--- config.mk ---
export PLATFORM = sky130hd
export DESIGN_NAME = interrupt_sequencer_flat
export DESIGN_NICKNAME = d
export VERILOG_FILES = /design/src/rtl/interrupt_sequencer_if.sv /design/src/rtl/interrupt_sequencer.sv /design/src/flat_wrapper.sv
export SDC_FILE = /design/constraint.sdc
export NUM_CORES = 1
export LEC_CHECK = 0
export CAP_MARGIN = 40
export CORE_MARGIN = 10
export CORE_UTILIZATION = 35
export DETAILED_ROUTE_END_ITERATION = 8
export GPL_ROUTABILITY_DRIVEN = 0
export PLACE_DENSITY_LB_ADDON = 0.15
export RECOVER_POWER = 25
export SYNTH_ARGS = -nofsm -noshare
export SYNTH_HDL_FRONTEND = slang
export SYNTH_SLANG_ARGS = --single-unit
--- constraint.sdc ---
create_clock -name clk -period 2.4 [get_ports clk]
set_input_delay 0.48 -clock clk [delete_from_list [all_inputs] [get_ports clk]]
set_output_delay 0.48 -clock clk [all_outputs]
set_load 0.1 [all_outputs]
--- src/rtl/interrupt_sequencer_if.sv ---
// Bus between the interrupt sequencer and the multicycle core: request and
// return inputs from the core, hold/strobe/vector outputs back to its controller.
interface interrupt_sequencer_if;
  logic        INT;
  logic        NMI;
  logic        INTD;
  logic        instrBoundary;
  logic        eret;
  logic        holdCtrl;
  logic        epcWrite;
  logic        pcVecWrite;
  logic [31:0] vectorAddr;
  logic        INA;
  logic [1:0]  inService;
  logic        isInterrupted;

  modport slave (
    input  INT, NMI, INTD, instrBoundary, eret,
    output holdCtrl, epcWrite, pcVecWrite, vectorAddr, INA, inService, isInterrupted
  );

  modport master (
    output INT, NMI, INTD, instrBoundary, eret,
    input  holdCtrl, epcWrite, pcVecWrite, vectorAddr, INA, inService, isInterrupted
  );
endinterface

--- src/rtl/interrupt_sequencer.sv ---
// Interrupt entry sequencer: at an instruction boundary it freezes the controller,
// saves the PC to EPC, then vectors to the NMI or INT handler and tracks nesting.
module interrupt_sequencer #(
  parameter logic [31:0] VEC_INT = 32'h0000_0040,
  parameter logic [31:0] VEC_NMI = 32'h0000_0080
) (
  input logic clk,
  input logic reset,
  interrupt_sequencer_if.slave bus
);

  typedef enum logic [1:0] {IDLE, SAVE, VECTOR} state_t;

  state_t      state;
  logic        nmi_q;
  logic        nmi_pending;
  logic        kind_nmi;
  logic [1:0]  in_service;
  logic        hold_ctrl;
  logic        epc_write;
  logic        pc_vec_write;
  logic        ina;

  logic        nmi_edge;
  logic [1:0]  in_service_upd;
  logic        nmi_ok;
  logic        int_ok;

  // A return retires the innermost service level before eligibility is judged,
  // so a boundary in the same cycle already sees the lowered nesting.
  always_comb begin
    nmi_edge       = bus.NMI & ~nmi_q;
    in_service_upd = in_service;
    if (state == IDLE && bus.eret) begin
      if (in_service[1])
        in_service_upd[1] = 1'b0;
      else if (in_service[0])
        in_service_upd[0] = 1'b0;
    end
    nmi_ok = nmi_pending & ~in_service_upd[1];
    int_ok = bus.INT & ~bus.INTD & ~in_service_upd[1] & ~in_service_upd[0];
  end

  always_ff @(posedge clk) begin
    if (reset) begin
      state        <= IDLE;
      nmi_q        <= 1'b0;
      nmi_pending  <= 1'b0;
      kind_nmi     <= 1'b0;
      in_service   <= 2'b00;
      hold_ctrl    <= 1'b0;
      epc_write    <= 1'b0;
      pc_vec_write <= 1'b0;
      ina          <= 1'b0;
    end else begin
      nmi_q        <= bus.NMI;
      hold_ctrl    <= 1'b0;
      epc_write    <= 1'b0;
      pc_vec_write <= 1'b0;
      ina          <= 1'b0;

      // A fresh edge wins over the clear so a back-to-back NMI is never lost.
      if (nmi_edge)
        nmi_pending <= 1'b1;
      else if (state == SAVE && kind_nmi)
        nmi_pending <= 1'b0;

      case (state)
        IDLE: begin
          in_service <= in_service_upd;
          if (bus.instrBoundary && (nmi_ok || int_ok)) begin
            state     <= SAVE;
            kind_nmi  <= nmi_ok;
            epc_write <= 1'b1;
            hold_ctrl <= 1'b1;
          end
        end
        SAVE: begin
          state                <= VECTOR;
          pc_vec_write         <= 1'b1;
          hold_ctrl            <= 1'b1;
          ina                  <= ~kind_nmi;
          in_service[kind_nmi] <= 1'b1;
        end
        VECTOR: begin
          state <= IDLE;
        end
        default: begin
          state <= IDLE;
        end
      endcase
    end
  end

  assign bus.holdCtrl      = hold_ctrl;
  assign bus.epcWrite      = epc_write;
  assign bus.pcVecWrite    = pc_vec_write;
  assign bus.INA           = ina;
  assign bus.vectorAddr    = kind_nmi ? VEC_NMI : VEC_INT;
  assign bus.inService     = in_service;
  assign bus.isInterrupted = |in_service;

endmodule

--- src/flat_wrapper.sv ---
// flat-port wrapper written by rule: the top's interface ports become plain ports
module interrupt_sequencer_flat 
#(
  parameter logic [31:0] VEC_INT = 32'h0000_0040,
  parameter logic [31:0] VEC_NMI = 32'h0000_0080
)
  (clk, reset, bus_INT, bus_NMI, bus_INTD, bus_instrBoundary, bus_eret, bus_holdCtrl, bus_epcWrite, bus_pcVecWrite, bus_vectorAddr, bus_INA, bus_inService, bus_isInterrupted);
  interrupt_sequencer_if bus_i ();
  input logic clk;
  input logic reset;
  input wire logic [$bits(bus_i.INT)-1:0] bus_INT;
  input wire logic [$bits(bus_i.NMI)-1:0] bus_NMI;
  input wire logic [$bits(bus_i.INTD)-1:0] bus_INTD;
  input wire logic [$bits(bus_i.instrBoundary)-1:0] bus_instrBoundary;
  input wire logic [$bits(bus_i.eret)-1:0] bus_eret;
  output wire logic [$bits(bus_i.holdCtrl)-1:0] bus_holdCtrl;
  output wire logic [$bits(bus_i.epcWrite)-1:0] bus_epcWrite;
  output wire logic [$bits(bus_i.pcVecWrite)-1:0] bus_pcVecWrite;
  output wire logic [$bits(bus_i.vectorAddr)-1:0] bus_vectorAddr;
  output wire logic [$bits(bus_i.INA)-1:0] bus_INA;
  output wire logic [$bits(bus_i.inService)-1:0] bus_inService;
  output wire logic [$bits(bus_i.isInterrupted)-1:0] bus_isInterrupted;
  assign bus_i.INT = bus_INT;
  assign bus_i.NMI = bus_NMI;
  assign bus_i.INTD = bus_INTD;
  assign bus_i.instrBoundary = bus_instrBoundary;
  assign bus_i.eret = bus_eret;
  assign bus_holdCtrl = bus_i.holdCtrl;
  assign bus_epcWrite = bus_i.epcWrite;
  assign bus_pcVecWrite = bus_i.pcVecWrite;
  assign bus_vectorAddr = bus_i.vectorAddr;
  assign bus_INA = bus_i.INA;
  assign bus_inService = bus_i.inService;
  assign bus_isInterrupted = bus_i.isInterrupted;
  interrupt_sequencer #(.VEC_INT(VEC_INT), .VEC_NMI(VEC_NMI)) u_core (.clk(clk), .reset(reset), .bus(bus_i));
endmodule
Yosys cells after proc, flatten, opt, wreduce, memory -nomap -nowiden
Index checks and enable logic that the tools add are counted.

Output and inout port bits: 39. Register bits: 11.

Equal/unequal tests: 2. Bitwise operators: 13. Reductions and logical operators: 12. Magnitude comparators: 2. Muxes and demuxes: 13.

Operators with widths (count): 8-bit two-way mux (1); 2-bit one-hot mux with 2 select lines (2); 1-bit inverter (7); 1-bit two-way mux (6); 2-bit OR reduction (3); 1-bit bitwise AND (5); 1-bit logical AND (4); 2-bit two-way mux (2); 2-bit nonzero test (2); 2-bit by 1-bit equality test with 1-bit output (second input constant) (1); 2-bit zero test (1); 1-bit by 2-bit less-than comparator with 1-bit output (second input constant) (1); 2-bit inequality test (second input constant) (1); 2-bit bitwise OR (1); 1-bit one-hot mux with 2 select lines (1); 2-bit AND reduction (1); 1-bit demux with 1-bit select (1); 1-bit greater-or-equal comparator (second input constant) (1); 1-bit logical OR (1).

Longest topological paths before layout
Word-level depth: 10. Gate-level depth with buffers: 4.

Least setup slack after synthesis
No wires, ideal clock.

Kind: reg-to-output. From: register u_core.in_service[0] (netlist: u_core.bus.inService[0]). To: output port bus_isInterrupted. Stages on the path, launching flop included: 2. Data required time: 1920 ps. Slack: 346 ps. Path buffers: 0. Arrival time: 1574 ps. Cells stage by stage: dfxtp_1 > or2_2.

Longest elaborated chain between the ends: 1.

Ends and longest elaborated chain: from (decl) (line interrupt_sequencer.sv:18) `logic [1:0] in_service;`; from (signal assigned) (line interrupt_sequencer.sv:70) `in_service <= in_service_upd;`; 2-bit OR reduction (line interrupt_sequencer.sv:101) `assign bus.isInterrupted = |in_service;`; to (decl) (line flat_wrapper.sv:22) `output wire logic [$bits(bus_i.isInterrupted)-1:0] bus_isInterrupted;`.

No other way between the ends.

Worst setup path after layout
From: input port bus_eret. To: register u_core.hold_ctrl (netlist: u_core.bus.holdCtrl).

Longest elaborated chain between the ends: 9. Elaborated cells between the ends (all ways): 11. Classes of those cells: 3 x mux; 5 x bitwise; 3 x reduce/logical.

Ends and longest elaborated chain: from (decl) (line flat_wrapper.sv:15) `input wire logic [$bits(bus_i.eret)-1:0] bus_eret;`; 1-bit logical AND (*) (line interrupt_sequencer.sv:34) `if (state == IDLE && bus.eret) begin`; 2-bit two-way mux (*) (line interrupt_sequencer.sv:34); 1-bit inverter (line interrupt_sequencer.sv:40, interrupt_sequencer.sv:41); 1-bit bitwise AND (2 in a row) (line interrupt_sequencer.sv:41) `int_ok = bus.INT & ~bus.INTD & ~in_service_upd[1] & ~in_service_upd[0];`; 1-bit logical OR (*) (line interrupt_sequencer.sv:71) `if (bus.instrBoundary && (nmi_ok || int_ok)) begin`; 1-bit logical AND (*) (line interrupt_sequencer.sv:71); 1-bit two-way mux (*) (line interrupt_sequencer.sv:71); 1-bit one-hot mux with 2 select lines (*) (line interrupt_sequencer.sv:68) `case (state)`; to (signal assigned) (line interrupt_sequencer.sv:57) `hold_ctrl <= 1'b0;`; to (signal assigned) (line interrupt_sequencer.sv:75) `hold_ctrl <= 1'b1;`; to (signal assigned) (line interrupt_sequencer.sv:81) `hold_ctrl <= 1'b1;`; to (decl) (line interrupt_sequencer.sv:19) `logic hold_ctrl;`.

Mark *: on every way between the ends. The rest lies on a longest branch, timed or not. A chain may end at the register's enable or synchronous reset.

==> Implementation_results.wiki <==
{| class="wikitable"
! Metric !! Value
|-
| Max FO, Critical Path || 3
|-
| Uppermost metal layer occupied by signal nets || met3
|-
| Top cells by count, synth || 31 x sky130_fd_sc_hd__buf_4, 11 x sky130_fd_sc_hd__dfxtp_1, 5 x sky130_fd_sc_hd__nor2_1
|-
| Clock root buffer master || sky130_fd_sc_hd__clkbuf_4
|-
| Via count of the first global-routing pass || 540
|-
| Post-synthesis average cell area || 8.74 µm²
|-
| Vias per cell || 3.82
|-
| Post-synth EDFFs || 0
|-
| First-pass GRT wire length || 2.50 mm
|-
| Floorplan die width || 65.3 µm
|-
| Count of instances resized after the clock tree is built || 0
|-
| Die ar. || 4260 µm²
|-
| Hold WC Path Type || register to register
|-
| Outcome || finished clean
|-
| Top cell type by total area after synthesis || sky130_fd_sc_hd__buf_4
|-
| Main flop type after synthesis || sky130_fd_sc_hd__dfxtp_1
|-
| Worst setup path endpoint || u_core.bus.holdCtrl
|-
| Part of the Yosys area used for sequential elements || 30.7%
|-
| Worst supply voltage drop on vdd || 0.368 mV
|-
| Number of DRC violations after detailed-routing iteration 0 || 1
|-
| Final Cycle Share || 80.3%
|-
| Leakage power summed over all cells || 0.000361 µW
|-
| Setup TNS || 0 ns
|-
| Area added between synthesis and finish || 8.20%
|-
| Number of library cell types mapped by synthesis || 24
|-
| Net switching power of the design || 376 µW
|-
| Timing-limited maximum frequency || 0.519 GHz
|-
| Worst r2r dst || u_core.bus.holdCtrl
|-
| Core box area || 1960 µm²
|-
| FF-to-FF setup slack || 0.76 ns
|-
| Endpoint class of the critical path || register
|-
| Final slew viol count || 0
|-
| Post-CTS Repair Setup Buffers || 0
|-
| Routed wire length on met2 || 570 µm
|-
| Critical R2R Launch || u_core.bus.inService[1]
|-
| Final-report setup violation count || 0
|-
| Core Rows || 16
|-
| Post-Synth Simple-Gate Area || 16.2%
|-
| Post-synth top area share || 32.5%
|-
| Post-synthesis sequential element count || 11
|-
| Antenna violations before repair || 0
|-
| CTS tree || built
|-
| Share of synthesized area spent on multiplexers || 0%
|-
| Remaining number of nets flagged by the antenna check after routing || 0
|-
| Crit path launch type || primary input
|-
| Unrepaired setup endpoints after global routing || false
|-
| Launching element of the worst setup path || bus_eret
|-
| Maximum number of pins on one net before global-route repair || 13
|-
| Share of post-route cells with drive strength above 1 || 17.3%
|-
| Antenna diode count || 0
|-
| Final worst clock skew || 0.00146 ns
|-
| Post-synthesis compound-gate area fraction || 15.2%
|-
| Final hold vios || 0
|-
| Data arrival at the endpoint of the critical path || 2.10 ns
|-
| Count of pins on the block boundary || 46
|-
| Average wire per cell in the routed design || 11.9 µm
|-
| Global-route total usage across every layer || 7.26%
|-
| Total length of routed met3 wires || 197 µm
|-
| Share of power burned in registers || 29.9%
|-
| Clock Latency Late Sink || 0.26 ns
|-
| GR Overflow Total || 0
|-
| Fin crit period || 1.93 ns
|-
| Total of buffers placed on input and output ports || 15
|-
| Max clock buf depth || 2
|-
| Power density over the cells || 869 nW/µm²
|-
| HP Start || u_core.bus.inService[0]
|-
| Worst setup path category || primary input to register
|-
| Via count || 478
|-
| Post-place instance area || 749 µm²
|-
| Fill cell total of the finished layout || 215
|-
| Number of nets in the finished design || 106
|-
| Routed length on met1 || 718 µm
|-
| Fin area || 776 µm²
|-
| Switching share of total power || 55.8%
|-
| Final wirelength || 1.49 mm
|-
| Adder-cell share of the synthesized area || 0%
|-
| Main area contributors after synthesis || sky130_fd_sc_hd__buf_4 32%, sky130_fd_sc_hd__dfxtp_1 31%, sky130_fd_sc_hd__a211oi_1 4.2%
|-
| Number of max-cap violations || 0
|-
| Hold Buf Count CTS || 0
|-
| DRC violations left || 0
|-
| Clock share of power || 18.2%
|-
| Number of cell instances on the worst register-to-register path || 3
|-
| Total clock buffers created by CTS || 3
|-
| Clock sink count || 11
|-
| Max H-tree Level || 1
|-
| Top-count cell post-synth || sky130_fd_sc_hd__buf_4
|-
| Clock-pin slew of the registers on the worst-case setup and hold paths || 0.07 ns
|-
| Slew Limit Headroom || 66.2%
|-
| Pre-Repair DR Iteration Count || 3
|-
| Internal cell power || 298 µW
|-
| Worst Path Required || 2.57 ns
|-
| Summed instance area of the synthesized netlist || 717 µm²
|-
| Main combinational cell family by area after synthesis || buffers and inverters
|-
| Cell count after synthesis || 82
|-
| Final HPWL DP || 1.24 mm
|-
| Share of flip-flops with an asynchronous set or reset || 0%
|-
| Vertical extent of the die || 65.3 µm
|-
| Yosys synthesis warning count || 0
|-
| Proportion of power drawn by combinational gates || 51.8%
|-
| Initial Utilization || 36.5%
|-
| Xor/xnor share of the synthesized area || 0%
|-
| Worst-margin pin slew || 0.505 ns
|}
[kinds of logic (layout without fill, tap and decap cells)]
group                  count (synthesis)  count (layout)
flip-flops                            11              11
other                                  1              30
buffers and inverters                 38              25
AO/OA/AOI/OAI                         13              13
AND/OR/NAND/NOR                       19              19
[sequential cells by signal, indices dropped and copies added, names as in the netlist]
signal / cells
u_core.bus.pcVecWrite: 1
u_core.bus.holdCtrl: 1
u_core.nmi_pending: 1
u_core.state: 2
u_core.bus.epcWrite: 1
u_core.kind_nmi: 1
u_core.bus.INA: 1
u_core.bus.inService: 2
u_core.nmi_q: 1
[power by group through the flow]
stage,registers (µW),clock network [µW],logic (µW)
2_1_floorplan,236,0,325
3_3_place_gp,206,0,348
3_5_place_dp,206,0,348
4_1_cts,201,130,348
5_1_grt,204,145,361
6_report,202,123,349
[layer usage]
layer / global-route usage [%] / up-vias
met4: 1.60 / 0
met5: 0 / -
li1: - / 241
met1: 8.34 / 205
met3: 5.76 / 0
met2: 10.2 / 32
[through the flow]
step,power [µW],worst slack [ns],std cells,hold WS (ns),util (%)
6_report,674,0.474,125,0.533,39.5
5_1_grt,710,0.424,125,0.572,39.5
4_1_cts,680,0.480,125,0.535,39.5
3_5_place_dp,554,0.199,121,0.522,38.2
3_3_place_gp,553,0.213,121,0.519,38.2
2_1_floorplan,560,0.346,111,0.477,-
[worst min-delay path by stage]
stage	cells past startpoint	slack [ns]	endpoint
2_1_floorplan	2	0.48	u_core.bus.epcWrite
5_1_grt	3	0.57	u_core.nmi_pending
4_1_cts	3	0.53	u_core.nmi_pending
3_5_place_dp	3	0.52	u_core.nmi_pending
6_report	2	0.53	u_core.bus.inService[0]
3_3_place_gp	2	0.52	u_core.bus.epcWrite
[cell type report]
type	count	area (µm²)	share of cell area, %
Clock buffer	4	26.3	3.39
Inverter	4	15.0	1.94
Multi-Input combinational cell	62	338	43.5
Sequential cell	11	220	28.4
Tap cell	27	33.8	4.35
Timing Repair Buffer	17	143	18.4
[cell usage in the layout, fill, tap and decap left out, types with 2 or more instances in the layout]
cell,instances
sky130_fd_sc_hd__conb_1,30
sky130_fd_sc_hd__buf_4,11
sky130_fd_sc_hd__dfxtp_1,11
sky130_fd_sc_hd__nor2_1,5
sky130_fd_sc_hd__clkdlybuf4s50_1,5
sky130_fd_sc_hd__inv_1,4
sky130_fd_sc_hd__a211oi_1,4
sky130_fd_sc_hd__nor3b_1,3
sky130_fd_sc_hd__nor2b_1,3
sky130_fd_sc_hd__a21oi_1,3
sky130_fd_sc_hd__clkbuf_4,3
sky130_fd_sc_hd__nand2_1,2
sky130_fd_sc_hd__a211o_1,2
[worst max-delay path, cell delays in order]
cell,delay (ns)
sky130_fd_sc_hd__clkdlybuf4s50_1,0.49
sky130_fd_sc_hd__or4b_4,0.48
sky130_fd_sc_hd__a211o_1,0.36
sky130_fd_sc_hd__a2111oi_4,0.28
(Power assumes the default switching activity.)
